`src/rtl/color_region_pkg.sv`:
```
// Shared definitions for the color region controller.
// Holds the PS/2 set-2 scan codes the block reacts to, the controller state
// enumeration, and a helper that maps digit scan codes to values.
package color_region_pkg;

  localparam logic [7:0] SC_W     = 8'h1D;
  localparam logic [7:0] SC_S     = 8'h1B;
  localparam logic [7:0] SC_A     = 8'h1C;
  localparam logic [7:0] SC_D     = 8'h23;
  localparam logic [7:0] SC_SPACE = 8'h29;
  localparam logic [7:0] SC_C     = 8'h21;

  typedef enum logic {
    ST_IDLE  = 1'b0,
    ST_CLEAR = 1'b1
  } state_e;

  // Returns {is_digit, value[3:0]}; value is 0 when not a digit key.
  function automatic logic [4:0] digit_of(input logic [7:0] code);
    case (code)
      8'h45:   return {1'b1, 4'd0};
      8'h16:   return {1'b1, 4'd1};
      8'h1E:   return {1'b1, 4'd2};
      8'h26:   return {1'b1, 4'd3};
      8'h25:   return {1'b1, 4'd4};
      8'h2E:   return {1'b1, 4'd5};
      8'h36:   return {1'b1, 4'd6};
      8'h3D:   return {1'b1, 4'd7};
      8'h3E:   return {1'b1, 4'd8};
      8'h46:   return {1'b1, 4'd9};
      default: return 5'd0;
    endcase
  endfunction

endpackage

```
`src/rtl/region_decode.sv`:
```
// Maps a pixel coordinate to a region index along one axis without a divider.
// index = largest c with count >= c*SPAN, clamped to N-1.
//   count : pixel column or line
//   index : region column or row
module region_decode #(
  parameter int N    = 4,
  parameter int SPAN = 160,
  localparam int IW  = (N > 1) ? $clog2(N) : 1
) (
  input  logic [9:0]    count,
  output logic [IW-1:0] index
);

  // Boundaries are constants, so this is a bank of compares plus a priority pick.
  always_comb begin
    index = '0;
    for (int c = 1; c < N; c++) begin
      if (int'(count) >= c * SPAN) index = IW'(c);
    end
  end

endmodule

```
`src/rtl/color_region_ctrl.sv`:
```
// Keyboard-driven region color editor with a 2-stage pixel lookup.
// A COLS x ROWS grid of color registers is edited via PS/2 make codes
// (cursor moves, digit writes, increment, clear sweep). The pixel path maps
// (h_cnt,v_cnt) to a region and returns its color two cycles later, inverting
// the cursor region during the on-phase of the blink.
//   clk, rst            : clock, async active-high reset
//   key_valid/code/break: scan code strobe
//   h_cnt, v_cnt        : current pixel position
//   frame_tick          : once per frame, drives the blink
//   color_id/pixel_valid: pixel result, 2-cycle latency
//   cursor              : selected region index (row-major)
//   busy                : clear sweep in progress
module color_region_ctrl
  import color_region_pkg::*;
#(
  parameter int COLS         = 4,
  parameter int ROWS         = 4,
  parameter int COLOR_W      = 4,
  parameter int H_ACT        = 640,
  parameter int V_ACT        = 480,
  parameter int BLINK_FRAMES = 30,
  localparam int NREG        = COLS * ROWS,
  localparam int CUR_W       = (NREG > 1) ? $clog2(NREG) : 1
) (
  input  logic               clk,
  input  logic               rst,
  input  logic               key_valid,
  input  logic [7:0]         key_code,
  input  logic               key_break,
  input  logic [9:0]         h_cnt,
  input  logic [9:0]         v_cnt,
  input  logic               frame_tick,
  output logic [COLOR_W-1:0] color_id,
  output logic               pixel_valid,
  output logic [CUR_W-1:0]   cursor,
  output logic               busy
);

  localparam int CW     = (COLS > 1) ? $clog2(COLS) : 1;
  localparam int RW     = (ROWS > 1) ? $clog2(ROWS) : 1;
  localparam int BW     = $clog2(BLINK_FRAMES + 1);
  localparam int CMAX_I = (1 << COLOR_W) - 1;

  state_e                          state_q;
  logic                            busy_q;
  logic [CUR_W-1:0]                clr_q;
  logic [CW-1:0]                   cur_col_q;
  logic [RW-1:0]                   cur_row_q;
  logic [NREG-1:0][COLOR_W-1:0]    regs_q;
  logic                            key_vld_q;
  logic [7:0]                      key_code_q;
  logic [BW-1:0]                   blink_cnt_q;
  logic                            blink_q;
  logic [CW-1:0]                   s1_col_q;
  logic [RW-1:0]                   s1_row_q;
  logic [1:0]                      vld_pipe;
  logic [COLOR_W-1:0]              color_q;

  logic [CUR_W-1:0]   cur_idx;
  logic [4:0]         dig;
  logic [COLOR_W-1:0] dig_val;

  assign cur_idx = CUR_W'(cur_row_q) * CUR_W'(COLS) + CUR_W'(cur_col_q);
  assign dig     = digit_of(key_code_q);
  assign dig_val = (int'(dig[3:0]) > CMAX_I) ? COLOR_W'(CMAX_I) : COLOR_W'(dig[3:0]);

  // Make events are latched here and acted on one cycle later by the FSM.
  always_ff @(posedge clk or posedge rst) begin
    if (rst) begin
      key_vld_q  <= 1'b0;
      key_code_q <= '0;
    end else begin
      key_vld_q  <= key_valid & ~key_break;
      key_code_q <= key_code;
    end
  end

  // Controller: cursor, region store writes and the clear sweep.
  always_ff @(posedge clk or posedge rst) begin
    if (rst) begin
      state_q   <= ST_IDLE;
      busy_q    <= 1'b0;
      clr_q     <= '0;
      cur_col_q <= '0;
      cur_row_q <= '0;
      regs_q    <= '0;
    end else begin
      unique case (state_q)
        ST_IDLE: begin
          if (key_vld_q) begin
            if (dig[4]) begin
              regs_q[cur_idx] <= dig_val;
            end else begin
              case (key_code_q)
                SC_W: cur_row_q <= (cur_row_q == '0) ? RW'(ROWS - 1) : cur_row_q - RW'(1);
                SC_S: cur_row_q <= (cur_row_q == RW'(ROWS - 1)) ? '0 : cur_row_q + RW'(1);
                SC_A: cur_col_q <= (cur_col_q == '0) ? CW'(COLS - 1) : cur_col_q - CW'(1);
                SC_D: cur_col_q <= (cur_col_q == CW'(COLS - 1)) ? '0 : cur_col_q + CW'(1);
                SC_SPACE: regs_q[cur_idx] <= regs_q[cur_idx] + COLOR_W'(1);
                SC_C: begin
                  state_q <= ST_CLEAR;
                  busy_q  <= 1'b1;
                  clr_q   <= '0;
                end
                default: ;
              endcase
            end
          end
        end
        ST_CLEAR: begin
          // Keys arriving now are dropped: the latched event is simply not consumed.
          regs_q[clr_q] <= '0;
          clr_q         <= clr_q + CUR_W'(1);
          if (clr_q == CUR_W'(NREG - 1)) begin
            state_q <= ST_IDLE;
            busy_q  <= 1'b0;
          end
        end
        default: state_q <= ST_IDLE;
      endcase
    end
  end

  // Blink: phase toggles every BLINK_FRAMES frame ticks.
  always_ff @(posedge clk or posedge rst) begin
    if (rst) begin
      blink_cnt_q <= '0;
      blink_q     <= 1'b0;
    end else if (frame_tick) begin
      if (blink_cnt_q == BW'(BLINK_FRAMES - 1)) begin
        blink_cnt_q <= '0;
        blink_q     <= ~blink_q;
      end else begin
        blink_cnt_q <= blink_cnt_q + BW'(1);
      end
    end
  end

  // Pixel path stage 1: region decode.
  logic [CW-1:0] dec_col;
  logic [RW-1:0] dec_row;
  logic          act;

  region_decode #(.N(COLS), .SPAN(H_ACT / COLS)) u_col_dec (.count(h_cnt), .index(dec_col));
  region_decode #(.N(ROWS), .SPAN(V_ACT / ROWS)) u_row_dec (.count(v_cnt), .index(dec_row));

  assign act = (int'(h_cnt) < H_ACT) && (int'(v_cnt) < V_ACT);

  // Stage 2: read the registered store, invert the cursor region when blinking.
  logic [CUR_W-1:0]   s1_idx;
  logic [COLOR_W-1:0] rd_color;

  assign s1_idx   = CUR_W'(s1_row_q) * CUR_W'(COLS) + CUR_W'(s1_col_q);
  assign rd_color = regs_q[s1_idx] ^ {COLOR_W{(s1_idx == cur_idx) && blink_q}};

  always_ff @(posedge clk or posedge rst) begin
    if (rst) begin
      s1_col_q <= '0;
      s1_row_q <= '0;
      vld_pipe <= '0;
      color_q  <= '0;
    end else begin
      s1_col_q <= dec_col;
      s1_row_q <= dec_row;
      vld_pipe <= {vld_pipe[0], act};
      color_q  <= vld_pipe[0] ? rd_color : '0;
    end
  end

  assign color_id    = color_q;
  assign pixel_valid = vld_pipe[1];
  assign cursor      = cur_idx;
  assign busy        = busy_q;

endmodule

```
`config.mk`:
```
export PLATFORM = sky130hd
export DESIGN_NAME = color_region_ctrl
export DESIGN_NICKNAME = d
export VERILOG_FILES = /design/src/rtl/color_region_pkg.sv /design/src/rtl/region_decode.sv /design/src/rtl/color_region_ctrl.sv
export SDC_FILE = /design/constraint.sdc
export NUM_CORES = 1
export LEC_CHECK = 0
export ABC_AREA = 1
export CAP_MARGIN = 40
export CORE_ASPECT_RATIO = 0.6
export CORE_UTILIZATION = 55
export CTS_CLUSTER_DIAMETER = 40
export DETAILED_ROUTE_END_ITERATION = 6
export PLACE_DENSITY_LB_ADDON = 0.12
export SLEW_MARGIN = 10
export SYNTH_ARGS = -nofsm -noshare
export SYNTH_HDL_FRONTEND = slang
export SYNTH_SLANG_ARGS = --single-unit
```
`constraint.sdc`:
```
create_clock -name clk -period 3.22 [get_ports clk]
set_input_delay 0.805 -clock clk [delete_from_list [all_inputs] [get_ports clk]]
set_output_delay 0.805 -clock clk [all_outputs]
set_load 0.02 [all_outputs]
```
==> impl_metrics.sql <==
INSERT INTO impl_metrics (metric_group, metric, value, unit) VALUES
('sta', 'fmaxAchievable', '0.3928', 'GHz'),
('logic_synthesis', 'ys_seq_area_frac', '0.3682', ''),
('place', 'placed_cells', '1125', ''),
('power_and_ir_drop', 'leakage', '3.578', 'nW'),
('sta', 'final_min_period_over_clock_period', '0.7907', ''),
('global_route', 'grt_max_degree', '100', ''),
('power_and_ir_drop', 'vdd.ir_drop.worst', '0.2969', 'mV'),
('logic_synthesis', 'number_of_enable_type_register_cells_in_the_synthesized_netlist', '0', ''),
('drt', 'drc', '0', ''),
('cells_and_area', 'diodes', '0', ''),
('min_path', 'min-delay-path-class', 'register to register', ''),
('worst_setup_path', 'worstRegToRegCells', '12', ''),
('sta', 'slew_viol_final', '0', ''),
('global_route', 'wire_length_of_the_first_global_routing_pass', '31940', 'um'),
('clock_tree', 'cts.root.buffer_cell', 'clkbuf_16', ''),
('sta', 'setup_ws', '0.6741', 'ns'),
('worst_setup_path', 'cp_cell_sequence', 'inv_1 -> buf_4 -> nand3_1 -> nand3_1 -> nand3_1 -> nand2_1 -> ha_1 -> nand3b_1 -> nand3_4 -> nand2_4 -> nand3_1 -> o21ai_0', ''),
('clock_tree', 'clkTransAtPathRegs', '0.07', 'ns'),
('clock_tree', 'cts_buffer_depth', '2', ''),
('run', 'maxCapViolations', '0', ''),
('worst_setup_path', 'cp.depth', '12', ''),
('drt', 'drt-wirelength-per-cell', '17.77', 'um'),
('place', 'dp_hpwl', '14340', 'um'),
('worst_setup_path', 'critical_path_buf_inv_count', '2', ''),
('logic_synthesis', 'syn_nets', '1009', ''),
('logic_synthesis', 'synth.distinct_cells', '46', ''),
('cells_and_area', 'area.growth.synth_to_final', '9.838', '%'),
('worst_setup_path', 'data_arrival_time_of_the_worst_path', '2.81', 'ns'),
('cells_and_area', 'layout-drive-gt1-share', '0.08869', ''),
('drt', 'via_count', '6582', ''),
('place', 'preCtsSetupSlack', '0.7923', 'ns'),
('sta', 'hold_viol', '0', ''),
('worst_setup_path', 'critPathSlowestCell', 'dfrtp_1', ''),
('worst_setup_path', 'critical-path-max-stage-delay', '0.38', 'ns'),
('logic_synthesis', 'post_synth_inst_count', '961', ''),
('place', 'port_buffers', '34', ''),
('sta', 'max-slew-margin-rel', '0.3858', ''),
('drt', 'avgViaCountPerCell', '5.769', ''),
('clock_tree', 'clk_latency_worst_skew_pair', '0.35', 'ns'),
('sta', 'fin_tns_setup', '0', 'ns'),
('die', 'num_io_pins', '43', ''),
('sta', 'fin_crit', '2.546', 'ns'),
('clock_tree', 'ctsResizeCount', '0', ''),
('global_route', 'vias_in_the_first_global_route', '5686', ''),
('drt', 'drt-initial-drc-count', '873', ''),
('worst_setup_path', 'setup.worst_path.end_class', 'register', ''),
('worst_setup_path', 'critical_path_required', '3.48', 'ns'),
('worst_setup_path', 'r2r_setup_slack', '0.67', 'ns'),
('logic_synthesis', 'synth-warning-count', '0', ''),
('cells_and_area', 'finish.cell_count_without_fillers', '1141', ''),
('logic_synthesis', 'avgSynthCellArea', '7.001', 'um^2'),
('die', 'design.core.area', '0.01160', 'mm^2'),
('sta', 'finalSetupViolations', '0', ''),
('place', 'finalWeightedCongestion', '0.9537', ''),
('clock_tree', 'clock_tree.htree_level_count', '3', ''),
('clock_tree', 'cts_tree', 'yes', ''),
('clock_tree', 'postCtsSetupRepairBufs', '0', ''),
('worst_setup_path', 'timing.critical_path.max_delay_family', 'simple AND/OR/NAND/NOR gates', ''),
('die', 'floorplan.initialDensity', '0.5800', ''),
('sta', 'grt_setup_unrepaired', 'no', ''),
('clock_tree', 'numCtsBuffers', '9', ''),
('worst_setup_path', 'critical_path.most_common_cell', 'nand3_1', ''),
('die', 'fp.dieH', '87.67', 'um'),
('die', 'total_die_area', '0.01269', 'mm^2'),
('sta', 'tightest_slew', '0.9203', 'ns'),
('status', 'outcome', 'finished, final reports clean', ''),
('drt', 'finalWirelength', '20270', 'um'),
('cells_and_area', 'final_net_count', '1024', ''),
('die', 'die_width', '144.8', 'um'),
('worst_setup_path', 'timing_worst_setup_path_type', 'register to register', ''),
('logic_synthesis', 'cell_area_after_synthesis', '0.006728', 'mm^2');
==> cell usage after synthesis (13+ instances only) <==
library cell	count	area share
nor3_1	18	0.013
nand2_1	225	0.13
inv_1	117	0.065
buf_2	13	0.0097
a21oi_1	62	0.046
nand3_2	15	0.022
o21ai_1	14	0.010
o21ai_0	75	0.056
ha_1	15	0.028
dfrtp_1	99	0.37
nor2_1	89	0.050
nand3_1	112	0.083
clkbuf_1	14	0.0078
==> worst reg2reg max path, delay by kind of cell (launching register included) <==
| family | cells | cell delay [ns] |
|---|---|---|
| buf+inv | 2 | 0.57 |
| fa+ha+maj | 1 | 0.19 |
| compound gates | 1 | 0.19 |
| flops | 1 | 0.38 |
| simple gates | 8 | 1.13 |
==> cells in the final DEF, fill, tap and decap left out, types with 4 or more instances in the layout <==
master           netlist  layout
o21ai_1               14      14
o22ai_1                6       6
o21ai_0               75      75
nand2_1              225     225
nand3_1              112     112
nand2_2                5       5
nor3_1                18      18
o21ai_2                8       8
or2_2                  4       4
ha_1                  15      15
nor2_2                 4       4
dfrtp_1               99      99
buf_4                  5      11
inv_1                117     116
clkbuf_16              0       9
nand2_4                4       4
a21oi_1               62      62
nand3_2               15      15
nor2_1                89      89
inv_2                  5       5
nand4_1                8       8
clkdlybuf4s50_1        0      34
==> cells by family after synthesis <==
family	Yosys count	synth area share
simple gates	492	0.3375
xor+xnor	6	0.007812
compound gates	181	0.1486
flops	99	0.3682
fa+ha+maj	15	0.02790
buf+inv	168	0.1099
==> worst paths after layout <==
check | startpoint | end
worst min register to register | vld_pipe[0] | vld_pipe[1]
worst max register to register | cur_col_q[1] | regs_q[14]
max in group asynchronous | rst | s1_col_q[1]
worst min-delay path | vld_pipe[0] | vld_pipe[1]
min in group asynchronous | rst | regs_q[28]
worst max-delay path | cur_col_q[1] | regs_q[14]
==> routing by layer <==
metal  wire, um  GRT usage
met4        300    0.06124
met5          0          0
met3       3078     0.1137
met1       9017     0.5257
met2       7874     0.4607
==> sequential cells by signal, indices dropped and copies added (netlist names) <==
name,cells
state_q,1
s1_col_q,2
cur_row_q,2
clr_q,4
cur_col_q,2
vld_pipe,2
color_id,4
key_code_q,8
s1_row_q,2
blink_q,1
blink_cnt_q,5
regs_q,64
busy,1
key_vld_q,1
==> final cells by class <==
class | count | area (um^2)
fill | 1027 | 4209
sequential | 99 | 2477
clock buffer | 10 | 229.0
tap | 160 | 200.2
clock inverter | 6 | 42.54
timing repair buffer | 46 | 442.9
inverter | 126 | 486.7
multi-input combinational | 694 | 3511
==> power by group <==
part	internal [mW]	switching, mW	leakage [nW]
Sequential	1.33	0.0969	1.33
Combinational	0.289	0.651	2.12
Clock	0.525	0.502	0.128
Total	2.15	1.25	3.58
==> metrics by stage <==
step / total power [mW] / cell area (um^2)
finish: 3.398 / 7390
global placement: 2.349 / 7118
floorplan: 2.090 / 6731
detailed placement: 2.356 / 7118
global route: 3.548 / 7390
CTS: 3.367 / 7390
(Power assumes the default switching activity.)
